===== src/rtl/wb_rr_arbiter.sv =====
// wb_rr_arbiter: round-robin arbiter sharing one pipelined Wishbone bus among N_MASTERS masters.
// A grant is held for the whole cyc of a master; one idle GAP cycle separates consecutive grants.
module wb_rr_arbiter #(
   parameter int N_MASTERS       = 2,
   parameter int BYTES           = 1,
   parameter int ADDR_BITS       = 8,
   parameter int SEL_WIDTH       = 1,
   parameter int MAX_OUTSTANDING = 255
) (
   input  logic                           clk,
   input  logic                           sreset,
   input  logic [N_MASTERS*ADDR_BITS-1:0] s_wb_addr,
   input  logic [N_MASTERS*BYTES*8-1:0]   s_wb_dat_m2s,
   output logic [BYTES*8-1:0]             s_wb_dat_s2m,
   input  logic [N_MASTERS-1:0]           s_wb_we,
   input  logic [N_MASTERS*SEL_WIDTH-1:0] s_wb_sel,
   input  logic [N_MASTERS-1:0]           s_wb_stb,
   input  logic [N_MASTERS-1:0]           s_wb_cyc,
   output logic [N_MASTERS-1:0]           s_wb_ack,
   output logic [N_MASTERS-1:0]           s_wb_stall,
   output logic [ADDR_BITS-1:0]           m_wb_addr,
   output logic [BYTES*8-1:0]             m_wb_dat_m2s,
   input  logic [BYTES*8-1:0]             m_wb_dat_s2m,
   output logic                           m_wb_we,
   output logic [SEL_WIDTH-1:0]           m_wb_sel,
   output logic                           m_wb_stb,
   output logic                           m_wb_cyc,
   input  logic                           m_wb_ack,
   input  logic                           m_wb_stall,
   output logic [N_MASTERS-1:0]           grant,
   output logic                           abort_pulse,
   output logic                           stray_ack
);
   localparam int IW = $clog2(N_MASTERS);
   localparam int CW = $clog2(MAX_OUTSTANDING + 1);
   localparam int DW = BYTES * 8;
   typedef enum logic [1:0] {IDLE, GRANT, GAP} state_t;
   state_t state, state_nxt;
   logic [IW-1:0] last_grant, pick;
   logic [CW-1:0] outstanding;
   logic any_req, in_grant, g_cyc, beat;
   assign any_req = |s_wb_cyc;
   assign in_grant = state == GRANT;
   assign g_cyc = s_wb_cyc[last_grant];
   assign beat = m_wb_stb && !m_wb_stall;
   assign s_wb_dat_s2m = m_wb_dat_s2m;
   // Descending scan: the requester nearest after last_grant is assigned last and wins.
   always_comb begin
      pick = last_grant;
      for (int k = N_MASTERS; k >= 1; k--)
         if (s_wb_cyc[(int'(last_grant) + k) % N_MASTERS])
            pick = IW'((int'(last_grant) + k) % N_MASTERS);
   end
   always_comb begin
      state_nxt = state == IDLE  ? (any_req ? GRANT : IDLE) :
                  state == GRANT ? (g_cyc ? GRANT : GAP) : IDLE;
   end
   always_comb begin
      m_wb_addr    = s_wb_addr[int'(last_grant)*ADDR_BITS +: ADDR_BITS];
      m_wb_dat_m2s = s_wb_dat_m2s[int'(last_grant)*DW +: DW];
      m_wb_sel     = s_wb_sel[int'(last_grant)*SEL_WIDTH +: SEL_WIDTH];
      m_wb_we      = s_wb_we[last_grant];
      m_wb_cyc     = in_grant && g_cyc;
      m_wb_stb     = in_grant && s_wb_stb[last_grant];
      s_wb_stall   = '1;
      s_wb_ack     = '0;
      if (in_grant) begin
         s_wb_stall[last_grant] = m_wb_stall;
         s_wb_ack[last_grant]   = m_wb_ack;
      end
   end
   always_ff @(posedge clk) begin
      if (sreset) begin
         state       <= IDLE;
         last_grant  <= IW'(N_MASTERS - 1);
         grant       <= '0;
         outstanding <= '0;
         abort_pulse <= 1'b0;
         stray_ack   <= 1'b0;
      end else begin
         state       <= state_nxt;
         abort_pulse <= in_grant && !g_cyc && outstanding != '0;
         stray_ack   <= !in_grant && m_wb_ack;
         if (state == IDLE && any_req) begin
            last_grant <= pick;
            grant      <= N_MASTERS'(1) << pick;
         end
         if (in_grant && !g_cyc)
            grant <= '0;
         outstanding <= (!in_grant || !g_cyc) ? '0 :
                        (beat && !m_wb_ack && outstanding != CW'(MAX_OUTSTANDING)) ? outstanding + 1'b1 :
                        (m_wb_ack && !beat && outstanding != '0) ? outstanding - 1'b1 : outstanding;
      end
   end
endmodule


===== config.mk =====
export PLATFORM = sky130hd
export DESIGN_NAME = wb_rr_arbiter
export DESIGN_NICKNAME = d
export VERILOG_FILES = /design/src/rtl/wb_rr_arbiter.sv
export SDC_FILE = /design/constraint.sdc
export NUM_CORES = 1
export LEC_CHECK = 0
export ABC_AREA = 1
export CORE_MARGIN = 5
export CORE_UTILIZATION = 35
export CTS_CLUSTER_SIZE = 10
export DETAILED_ROUTE_END_ITERATION = 8
export PLACE_DENSITY = 0.8
export SLEW_MARGIN = 20
export SYNTH_ARGS = -nofsm -noshare
export SYNTH_HDL_FRONTEND = slang
export SYNTH_SLANG_ARGS = --single-unit

===== constraint.sdc =====
create_clock -name clk -period 2.4 [get_ports clk]
set_input_delay 0.48 -clock clk [delete_from_list [all_inputs] [get_ports clk]]
set_output_delay 0.48 -clock clk [all_outputs]
set_load 0.005 [all_outputs]

==> results of run 1 <==
## repair_timing
action | 4_1_cts | 5_1_grt
buffers inserted | 0 | 0
setup endpoints to repair | 0 | 4
resized for setup | 0 | 13
## power by group
part / internal (mW) / switching [mW] / total [mW]
clock: 0.117 / 0.105 / 0.222
sequential: 0.262 / 0.00891 / 0.271
combinational: 0.229 / 0.165 / 0.393
## metal layers
layer / part of all wire / up-vias / GRT usage
met5: 0 / - / 0
met2: 0.49 / 44 / 0.281
li1: - / 834 / -
met1: 0.43 / 675 / 0.194
met3: 0.049 / 10 / 0.0288
met4: 0.025 / 0 / 0.0766
## cell type report
cell class                      count  area (um2)  area share
Timing Repair Buffer               85         821       0.373
Clock inverter                      1        7.51     0.00341
Multi-Input combinational cell    172         890       0.404
Tap cell                           48        60.1      0.0273
Clock buffer                        3        41.3      0.0188
Inverter                           21        81.3      0.0370
Sequential cell                    15         300       0.136
## synthesized netlist by cell type (3+ instances only)
master	count
a21oi_1	10
buf_4	8
clkbuf_1	4
dfxtp_1	15
ha_1	6
inv_1	18
nand2_1	98
nand3_1	16
nor2_1	18
nor3_1	4
o21ai_0	3
## stage by stage
step	TNS (ns)	area (um2)	setup slack [ns]	instances	util
2_1_floorplan	0	1280	0.288	220	-
3_3_place_gp	-0.394	2080	-0.165	341	0.577
3_5_place_dp	-0.428	2080	-0.178	341	0.577
4_1_cts	0	2130	0.00713	345	0.591
5_1_grt	-0.0343	2200	-0.0343	345	0.610
6_report	0	2200	0.0904	345	0.610
## flip-flops by register name, summed over array words and instances (netlist names)
register / cells
last_grant: 1
outstanding: 8
stray_ack: 1
state: 2
abort_pulse: 1
grant: 2
## logic make-up after synthesis
logic type / after synthesis
xor+xnor: 4
simple gates: 145
flops: 15
fa+ha+maj: 7
buf+inv: 33
compound gates: 16
## critical path, cell delays in order
cell and delay, ns:
clkdlybuf4s50_1 0.51, nand2_1 0.06, nand2_1 0.08, inv_2 0.04, nor2_1 0.12, clkdlybuf4s50_1 0.54
## final timing paths
kind / cells after the start / slack [ns] / start / end
max: 6 / 0.09 / s_wb_cyc[0] / m_wb_cyc
min: 2 / 0.46 / grant[1] / grant[1]
min reg2reg: 2 / 0.46 / grant[1] / grant[1]
max reg2reg: 13 / 0.30 / outstanding[1] / outstanding[7]
==> results.txt, run 1 <==
----------------------------------------------------
[Synth]
  Synth Instances ... 220
  Synth area leaders ... nand2_1 29%, dfxtp_1 23%, nand3_1 6.3%, ha_1 5.9%, inv_1 5.3%
  Fraction of synthesized area in multiplexers ... 0
  Yosys reg bits ... 15
  Primary flip-flop cell chosen by synthesis mapping ... dfxtp_1
  Post-Synthesis Net Count ... 279
  Number of warnings printed during yosys synthesis ... 0
  Post-Synth Simple-Gate Area ... 0.477
  Number of distinct library cell variants in the gate-level netlist after synthesis ... 25
  Top cell type by total area after synthesis ... nand2_1
  Synthesized-area fraction occupied by ao, oa, aoi and oai cells ... 0.0645
  Cell Area, Synth ... 1280 um2
  Share of async-settable or async-resettable flops after synthesis ... 0
  Combinational family with the most area after synthesis ... simple AND/OR/NAND/NOR gates
  Mean Syn Cell Area ... 5.82 um2
  Xor and xnor fraction of the mapped netlist area ... 0.0274
  Adder-cell share of the synthesized area ... 0.0743
  Area share of the largest cell type after synthesis ... 0.287
  Number of enable flip-flop cells after synthesis ... 0
  Sequential-to-total area share from yosys stat ... 0.235

[Power]
  Peak supply drop ... 0.361 mV
  Total power after layout ... 887 uW
  Leak ... 1.05 nW
  Power density of the placed cells ... 403 nW/um2

[Drt]
  Detailed Route Iter0 Violations ... 49
  Remaining DRCs ... 0
  First drt pass iteration count ... 4
  Vias per Instance ... 4.53
  Final routed wire length divided by cell count ... 12.0 um
  Antenna-violating nets left ... 0
  Post-Route WL ... 4150 um
  Routed via count ... 1563

[Cells and area]
  Diode count ... 0
  Count of fill cells added during filler insertion ... 317
  Most common cell after layout, fill and taps aside ... nand2_1
  Fraction of layout instances using a drive strength above 1 ... 0.125
  Number of nets at the end of the flow ... 357
  Area growth from synthesis to final layout ... 71.9%
  Commonest cells after routing, fill and taps aside ... 97 x nand2_1, 69 x clkdlybuf4s50_1, 18 x inv_1, 17 x nor2_1

[Worst setup path]
  Crit path arrival time ... 1.83 ns
  Required arrival time at the worst endpoint ... 1.92 ns
  Maximum fanout count along the critical path ... 3
  Critical path capture point type ... output pin
  Startpoint kind of the worst setup timing path ... input pin
  Setup Crit Path Kind ... in2out

[STA]
  Peak Freq ... 433 MHz
  Largest clock skew in the final design ... 0.00476 ns
  Clock period minus final worst setup slack ... 2.31 ns
  Setup Viol. Count Final ... 0
  Relative max-transition margin ... 0.769
  Setup repair after global routing missed its margin ... yes
  Final cycle utilization of the critical path ... 0.962
  Worst slew pin tran ... 0.342 ns
  Max-slew violation count ... 0
  Post-route worst hold slack ... 0.462 ns
  Final number of hold-violating endpoints ... 0

[Global routing]
  Number of antenna violations at the first check in global routing ... 0
  Total congestion overflow ... 0
  Total GRT Usage ... 0.163
  Wire length of the first global-routing pass ... 6660 um
  Number of global-route vias before repair ... 1470
  Pin count of the biggest net entering global routing ... 23

[Die]
  Number of placement rows ... 22
  Area of the die ... 4970 um2
  Horizontal die dimension ... 70.5 um
  I/O pins ... 88
  Vertical extent of the die ... 70.5 um
  Core ar. ... 3610 um2
  Starting density of the core ... 0.355

[Clocking]
  CTS max path bufs ... 2
  Number of buffers inserted during clock tree synthesis ... 3
  Reg clk slew, reported paths ... 0.07 ns
  TritonCTS clock tree ... built
  Source-to-sink clock delay at the later pin of the worst-skew pair ... 0.26 ns
  Total clock sinks ... 15
  Number of hold buffers added after cts ... 0
  Number of H-tree levels ... 1
  Clock tree root driver cell ... clkbuf_8

[Place]
  Final weighted congestion of routability-driven global placement ... 0.863
  Detailed placer's ending HPWL ... 3250 um
  Number of buffers inserted by port buffering ... 71

[Flow run]
  Max-cap violations ... 0

[Worst hold path]
  Worst min-delay path category ... reg2reg

[Run status]
  Status ... completed

----------------------------------------------------
Power figures use the tool's default switching activity.
==> run 2, diff against run 1 <==
--- a/config.mk
+++ b/config.mk
@@ -5,12 +5,11 @@
 export SDC_FILE = /design/constraint.sdc
 export NUM_CORES = 1
 export LEC_CHECK = 0
-export ABC_AREA = 1
 export CORE_MARGIN = 5
-export CORE_UTILIZATION = 35
+export CORE_UTILIZATION = 36
 export CTS_CLUSTER_SIZE = 10
 export DETAILED_ROUTE_END_ITERATION = 8
-export PLACE_DENSITY = 0.8
+export PLACE_DENSITY = 0.81
 export SLEW_MARGIN = 20
 export SYNTH_ARGS = -nofsm -noshare
 export SYNTH_HDL_FRONTEND = slang
==> results.txt, run 2 <==
----------------------------------------------------
[Cells and area]
  Area growth from synthesis to final layout ... 86.4%
  Top reg by flops ... outstanding
  Sequential cell area in the final layout ... 302 um2 (+0.42%)
  Flip-flop count of the largest register after layout ... 8 (unchanged)
  Commonest cells after routing, fill and taps aside ... 67 x clkdlybuf4s50_1, 34 x buf_4, 19 x mux2_2, 14 x dfxtp_1
  Number of nets at the end of the flow ... 311 (-13%)
  Regs by FF count ... outstanding (8), grant (2), state (2)
  Diode count ... 0 (unchanged)
  Fraction of layout instances using a drive strength above 1 ... 0.347 (+0.222)
  Area of combinational cells with multiple inputs ... 1030 um2 (+16%)
  Count of fill cells added during filler insertion ... 300 (-5.4%)
  Most common cell after layout, fill and taps aside ... clkdlybuf4s50_1

[STA]
  Max-slew violation count ... 0 (unchanged)
  Clock period minus final worst setup slack ... 2.47 ns (+0.158 ns)
  Setup repair after global routing missed its margin ... yes
  Setup Viol. Count Final ... 2 (+2)
  Final cycle utilization of the critical path ... 1.03 (+0.0658)
  Worst slew pin tran ... 0.412 ns (+0.0700 ns)
  Final number of hold-violating endpoints ... 0 (unchanged)
  Total negative slack ... -0.121 ns (-0.121 ns)
  Final WS setup ... -0.0674 ns (-0.158 ns)
  Largest clock skew in the final design ... 0.0105 ns (+0.00573 ns)
  Relative max-transition margin ... 0.718 (-0.0513)
  Peak Freq ... 405 MHz (-6.4%)

[Drt]
  Final routed wire length divided by cell count ... 15.3 um (+27%)
  Remaining DRCs ... 0 (unchanged)
  Vias per Instance ... 5.02 (+11%)
  Antenna-violating nets left ... 0 (unchanged)
  Routed via count ... 1502 (-3.9%)
  Post-Route WL ... 4580 um (+10%)
  Detailed Route Iter0 Violations ... 96 (+96%)
  First drt pass iteration count ... 4 (unchanged)

[Global routing]
  Number of global-route vias before repair ... 1476 (+0.41%)
  Wire length of the first global-routing pass ... 7050 um (+5.9%)
  Number of antenna violations at the first check in global routing ... 0 (unchanged)
  Total congestion overflow ... 0 (unchanged)
  Total GRT Usage ... 0.174 (+0.0109)
  Pin count of the biggest net entering global routing ... 31 (+35%)

[Power]
  Power density of the placed cells ... 328 nW/um2 (-19%)
  Peak supply drop ... 0.286 mV (-21%)
  Leak ... 0.982 nW (-6.3%)
  Total power after layout ... 806 uW (-9.1%)

[Synth]
  Number of enable flip-flop cells after synthesis ... 0 (unchanged)
  Share of async-settable or async-resettable flops after synthesis ... 0 (unchanged)
  Sequential-to-total area share from yosys stat ... 0.227 (-0.00712)
  Number of warnings printed during yosys synthesis ... 0 (unchanged)
  Post-Synthesis Net Count ... 211 (-24%)
  Top-count cell post-synth ... mux2_2
  Synth area leaders ... dfxtp_1 23%, mux2_2 16%, ha_1 5.7%, a21oi_1 4.5%, buf_4 4.5%
  Number of distinct library cell variants in the gate-level netlist after synthesis ... 47 (+88%)
  Top cell type by total area after synthesis ... dfxtp_1
  Mean Syn Cell Area ... 8.68 um2 (+49%)
  Cell Area, Synth ... 1320 um2 (+3.1%)
  Primary flip-flop cell chosen by synthesis mapping ... dfxtp_1
  Area share of the largest cell type after synthesis ... 0.227 (-0.0599)
  Synth Instances ... 152 (-31%)
  Cell types with the highest counts after synthesis ... 19 x mux2_2, 15 x dfxtp_1, 12 x a21oi_1, 12 x nand2_1, 8 x buf_4
  Yosys reg bits ... 15 (unchanged)

[Worst setup path]
  Critical R2R Launch ... state[1]
  Startpoint of the worst setup timing path ... state[1]
  Setup Crit Path Kind ... reg2reg
  Critical path capture point type ... register
  Maximum fanout count along the critical path ... 5 (+2)
  Startpoint kind of the worst setup timing path ... register
  Required arrival time at the worst endpoint ... 2.58 ns (+0.66 ns)
  Crit path arrival time ... 2.65 ns (+0.82 ns)

[Worst hold path]
  Hold Path Origin ... outstanding[7]
  Worst min-delay path category ... reg2reg

[Die]
  Core ar. ... 3610 um2 (unchanged)
  Vertical extent of the die ... 70.6 um (+0.11%)
  I/O pins ... 88 (unchanged)
  Area of the die ... 4980 um2 (+0.23%)
  Number of placement rows ... 22 (unchanged)
  Starting density of the core ... 0.366 (+0.0111)
  Horizontal die dimension ... 70.6 um (+0.11%)

[Clocking]
  Number of hold buffers added after cts ... 0 (unchanged)
  Clock tree root driver cell ... clkbuf_8
  Reg clk slew, reported paths ... 0.07 ns (about the same)
  Total clock sinks ... 15 (unchanged)
  TritonCTS clock tree ... built
  Number of H-tree levels ... 1 (unchanged)
  Number of buffers inserted during clock tree synthesis ... 3 (unchanged)
  Source-to-sink clock delay at the later pin of the worst-skew pair ... 0.25 ns (about the same)
  CTS max path bufs ... 2 (unchanged)

[Run status]
  Status ... finished, violations left
  Violated checks ... negative setup slack

[Place]
  Final weighted congestion of routability-driven global placement ... 0.824 (-4.5%)
  Number of buffers inserted by port buffering ... 71 (unchanged)
  Detailed placer's ending HPWL ... 3600 um (+11%)

[Flow run]
  Max-cap violations ... 0 (unchanged)

----------------------------------------------------
-- run 2: final cells by class --
cell class	instances	area share
repair buffers	110	0.409
inverters	3	0.00458
flip-flops and latches	15	0.123
multi-input cells	119	0.420
clock buffers	3	0.0168
clock inverters	1	0.00203
well taps	48	0.0244
-- run 2: logic make-up after synthesis --
group | after synthesis | synth area share
AOI/OAI and AO/OA | 34 | 0.179
xor gates and xnor gates | 4 | 0.0265
adders and majority gates | 7 | 0.0720
buffers and inverters | 18 | 0.0796
DFF | 15 | 0.227
muxes | 23 | 0.192
and+or+nand+nor | 51 | 0.223
-- run 2: per-stage QoR --
step           hold slack, ns  instances   util  cell area [um2]  setup WS, ns
4_1_cts                 0.480        297  0.670             2420       -0.0554
3_3_place_gp            0.466        288  0.643             2320        -0.685
5_1_grt                 0.538        299  0.682             2460        -0.227
6_report                0.480        299  0.682             2460       -0.0674
3_5_place_dp            0.473        288  0.643             2320        -0.727
2_1_floorplan           0.447        152      -             1400        -0.212
-- run 2: critical path: stages, from the launching register on --
cell and delay, ns:
dfxtp_2 0.32, or3b_4 0.39, a2111o_1 0.33, buf_6 0.16, ha_4 0.29, a211oi_4 0.07, or4b_4 0.54, o2111ai_2 0.09
nand2_1 0.08, a21oi_1 0.13
-- run 2: repair_timing --
action | CTS | global route
pin swaps | 8 | 7
gates cloned | 1 | 0
endpoints found under the setup margin | 7 | 5
resized for setup | 12 | 9
buffers inserted | 4 | 2
-- run 2: path summary, 6_finish.rpt --
kind                            slack [ns]  cells past startpoint              to
worst max-delay path                 -0.07                      9  outstanding[6]
worst min-delay path                  0.48                      2  outstanding[7]
worst max register to register       -0.07                      9  outstanding[6]
worst min register to register        0.48                      2  outstanding[7]
-- run 2: where the power goes --
part	switching, mW	internal [mW]	total (mW)
logic	0.120	0.218	0.338
registers	0.00566	0.259	0.264
clock network	0.0883	0.115	0.203
-- run 2: routing by layer --
metal / vias to the layer above / GRT usage / wire length, um
li1: 748 / - / -
met1: 714 / 0.206 / 1760
met2: 38 / 0.324 / 2530
met3: 2 / 0.0369 / 256
met4: 0 / 0.0334 / 21
met5: - / 0 / 0
==> run 3, diff against run 2 <==
==> constraint.sdc (replaced) <==
create_clock -name clk -period 2.7 [get_ports clk]
set_input_delay 0.54 -clock clk [delete_from_list [all_inputs] [get_ports clk]]
set_output_delay 0.54 -clock clk [all_outputs]
set_load 0.005 [all_outputs]
==> results.txt, run 3 (synthesized netlist as in run 2, its figures left out) <==
----------------------------------------------------
[Run status]
  Status ... completed

[Place]
  Post-place instance area ... 2250 um2 (-3.0%)
  Final weighted congestion of routability-driven global placement ... 0.920 (+12%)
  Number of placed instances, taps included ... 280 (-2.8%)
  Number of buffers inserted by port buffering ... 71 (unchanged)
  Detailed placer's ending HPWL ... 3530 um (-2.0%)

[Power]
  Leak ... 0.900 nW (-8.3%)
  Peak supply drop ... 0.153 mV (-47%)
  Power density of the placed cells ... 307 nW/um2 (-6.4%)

[Die]
  Starting density of the core ... 0.366 (unchanged)
  I/O pins ... 88 (unchanged)
  Horizontal die dimension ... 70.6 um (unchanged)
  Number of placement rows ... 22 (unchanged)
  Core ar. ... 3610 um2 (unchanged)
  Area of the die ... 4980 um2 (unchanged)
  Vertical extent of the die ... 70.6 um (unchanged)

[Cells and area]
  Fraction of layout instances using a drive strength above 1 ... 0.287 (-0.0597)
  Area growth from synthesis to final layout ... 75.5%
  Post-Layout Cell Count ... 285 (-4.7%)
  Commonest cells after routing, fill and taps aside ... 70 x clkdlybuf4s50_1, 23 x buf_4, 19 x mux2_2, 15 x dfxtp_1, 12 x nand2_1
  Sequential cell area in the final layout ... 300 um2 (-0.41%)
  Regs by FF count ... outstanding (8), grant (2), state (2)
  Diode count ... 0 (unchanged)
  Flip-flop count of the largest register after layout ... 8 (unchanged)
  Most common cell after layout, fill and taps aside ... clkdlybuf4s50_1
  Number of nets at the end of the flow ... 297 (-4.5%)
  Area of combinational cells with multiple inputs ... 1000 um2 (-2.9%)
  Finished Cell Area ... 2320 um2 (-5.8%)
  Count of fill cells added during filler insertion ... 314 (+4.7%)
  Top reg by flops ... outstanding

[Global routing]
  Number of global-route vias before repair ... 1446 (-2.0%)
  Number of antenna violations at the first check in global routing ... 0 (unchanged)
  Total GRT Usage ... 0.172 (-0.00166)
  Wire length of the first global-routing pass ... 7000 um (-0.78%)
  Total congestion overflow ... 0 (unchanged)
  Pin count of the biggest net entering global routing ... 31 (unchanged)

[Clocking]
  Number of buffers inserted during clock tree synthesis ... 3 (unchanged)
  CTS max path bufs ... 2 (unchanged)
  Clock tree root driver cell ... clkbuf_8
  Number of H-tree levels ... 1 (unchanged)
  Source-to-sink clock delay at the later pin of the worst-skew pair ... 0.25 ns (about the same)
  TritonCTS clock tree ... built
  Number of hold buffers added after cts ... 0 (unchanged)
  Total clock sinks ... 15 (unchanged)
  Reg clk slew, reported paths ... 0.06 ns (about the same)
  Post-CTS setup buffer count ... 0 (-4)

[Drt]
  First drt pass iteration count ... 4 (unchanged)
  Post-Route WL ... 4360 um (-4.8%)
  Remaining DRCs ... 0 (unchanged)
  Vias per Instance ... 5.04 (+0.37%)
  Detailed Route Iter0 Violations ... 76 (-21%)
  Antenna-violating nets left ... 0 (unchanged)
  Final routed wire length divided by cell count ... 15.3 um (about the same)
  Routed via count ... 1437 (-4.3%)

[Worst setup path]
  Endpoint of the worst-slack reg-to-reg timing path ... outstanding[6]
  Critical R2R Launch ... state[0]
  Maximum cell stage delay along the critical path ... 0.51 ns (-0.03 ns)
  Cells along the critical path ... clkdlybuf4s50_1 -> mux2i_2 -> a2111o_1 -> buf_6 -> ha_4 -> a211oi_4 -> or4b_4 -> o2111ai_2 -> nand2_1 -> a21oi_1
  Critical path capture point type ... register
  Setup Crit Path Kind ... in2reg
  Depth of the most critical reg-to-reg path ... 9 (unchanged)
  Critical path's slowest cell ... or4b_4
  Maximum fanout count along the critical path ... 5 (unchanged)
  Startpoint kind of the worst setup timing path ... input pin
  Crit path arrival time ... 2.80 ns (+0.15 ns)
  Required arrival time at the worst endpoint ... 2.88 ns (+0.30 ns)
  Setup slack, reg-to-reg ... 0.17 ns (+0.24 ns)

[STA]
  Relative max-transition margin ... 0.649 (-0.0694)
  Max-slew violation count ... 0 (unchanged)
  Largest clock skew in the final design ... 0.000639 ns (-0.00985 ns)
  Worst slew pin tran ... 0.523 ns (+0.111 ns)
  Final cycle utilization of the critical path ... 0.971
  Clock period minus final worst setup slack ... 2.62 ns
  Peak Freq ... 381 MHz
  Final number of hold-violating endpoints ... 0 (unchanged)
  Setup Viol. Count Final ... 0 (-2)

[Worst hold path]
  Worst min-delay path category ... reg2reg
  Hold Path Origin ... outstanding[7]
  Worst hold endpoint ... outstanding[7]
  Hold Path Depth ... 2 (unchanged)

[Flow run]
  Max-cap violations ... 0 (unchanged)

----------------------------------------------------
## run 3: how the worst max path moves through the flow
stage                      from        endpoint  depth (start not counted)
floorplan            m_wb_stall  outstanding[6]                          9
global placement     m_wb_stall  outstanding[6]                         10
detailed placement   m_wb_stall  outstanding[7]                         10
CTS                  m_wb_stall  outstanding[6]                         10
global route        s_wb_stb[1]  outstanding[6]                         10
finish              s_wb_stb[0]  outstanding[6]                         10
## run 3: power by group
group / internal (mW) / switching [mW]
Sequential: 0.230 / 0.00551
Clock: 0.102 / 0.0838
Combinational: 0.189 / 0.100
Total: 0.521 / 0.190
## run 3: timing repair
| item | in CTS | in global routing |
|---|---|---|
| pin swaps | 2 | 5 |
| gates cloned | 1 | 0 |
| gates resized for setup | 3 | 5 |
| setup endpoints to repair | 5 | 2 |
| endpoints found under the hold margin | 0 | 0 |
## run 3: through the flow
stage          hold slack, ns  setup TNS, ns  setup slack, ns  utilization  power, mW
6_report                0.510              0           0.0770        0.642      0.710
5_1_grt                 0.565      -0.000367        -0.000367        0.642      0.747
4_1_cts                 0.506              0           0.0607        0.639      0.714
3_5_place_dp            0.496          -2.49           -0.507        0.624      0.528
3_3_place_gp            0.478          -2.04           -0.455        0.624      0.524
2_1_floorplan           0.447              0           0.0262            -      0.369
## run 3: worst max-delay path, delay by kind of cell
kind	cells	cell delay (ns)
simple gates	2	0.58
compound gates	4	0.67
buf+inv	2	0.63
fa+ha+maj	1	0.29
mux	1	0.08
## run 3: cell type report
class                           instances  share of cell area
Sequential cell                        15               0.130
Inverter                                3             0.00486
Clock buffer                            3              0.0178
Timing Repair Buffer                   96               0.386
Multi-Input combinational cell        119               0.433
Clock inverter                          1             0.00216
Tap cell                               48              0.0259
## run 3: per-layer routing
layer | up-vias | global-route usage | wire (um)
met5 | - | 0 | 0
met4 | 0 | 0.0376 | 46
met3 | 6 | 0.0398 | 233
met2 | 45 | 0.306 | 2320
met1 | 667 | 0.213 | 1760
li1 | 719 | - | -
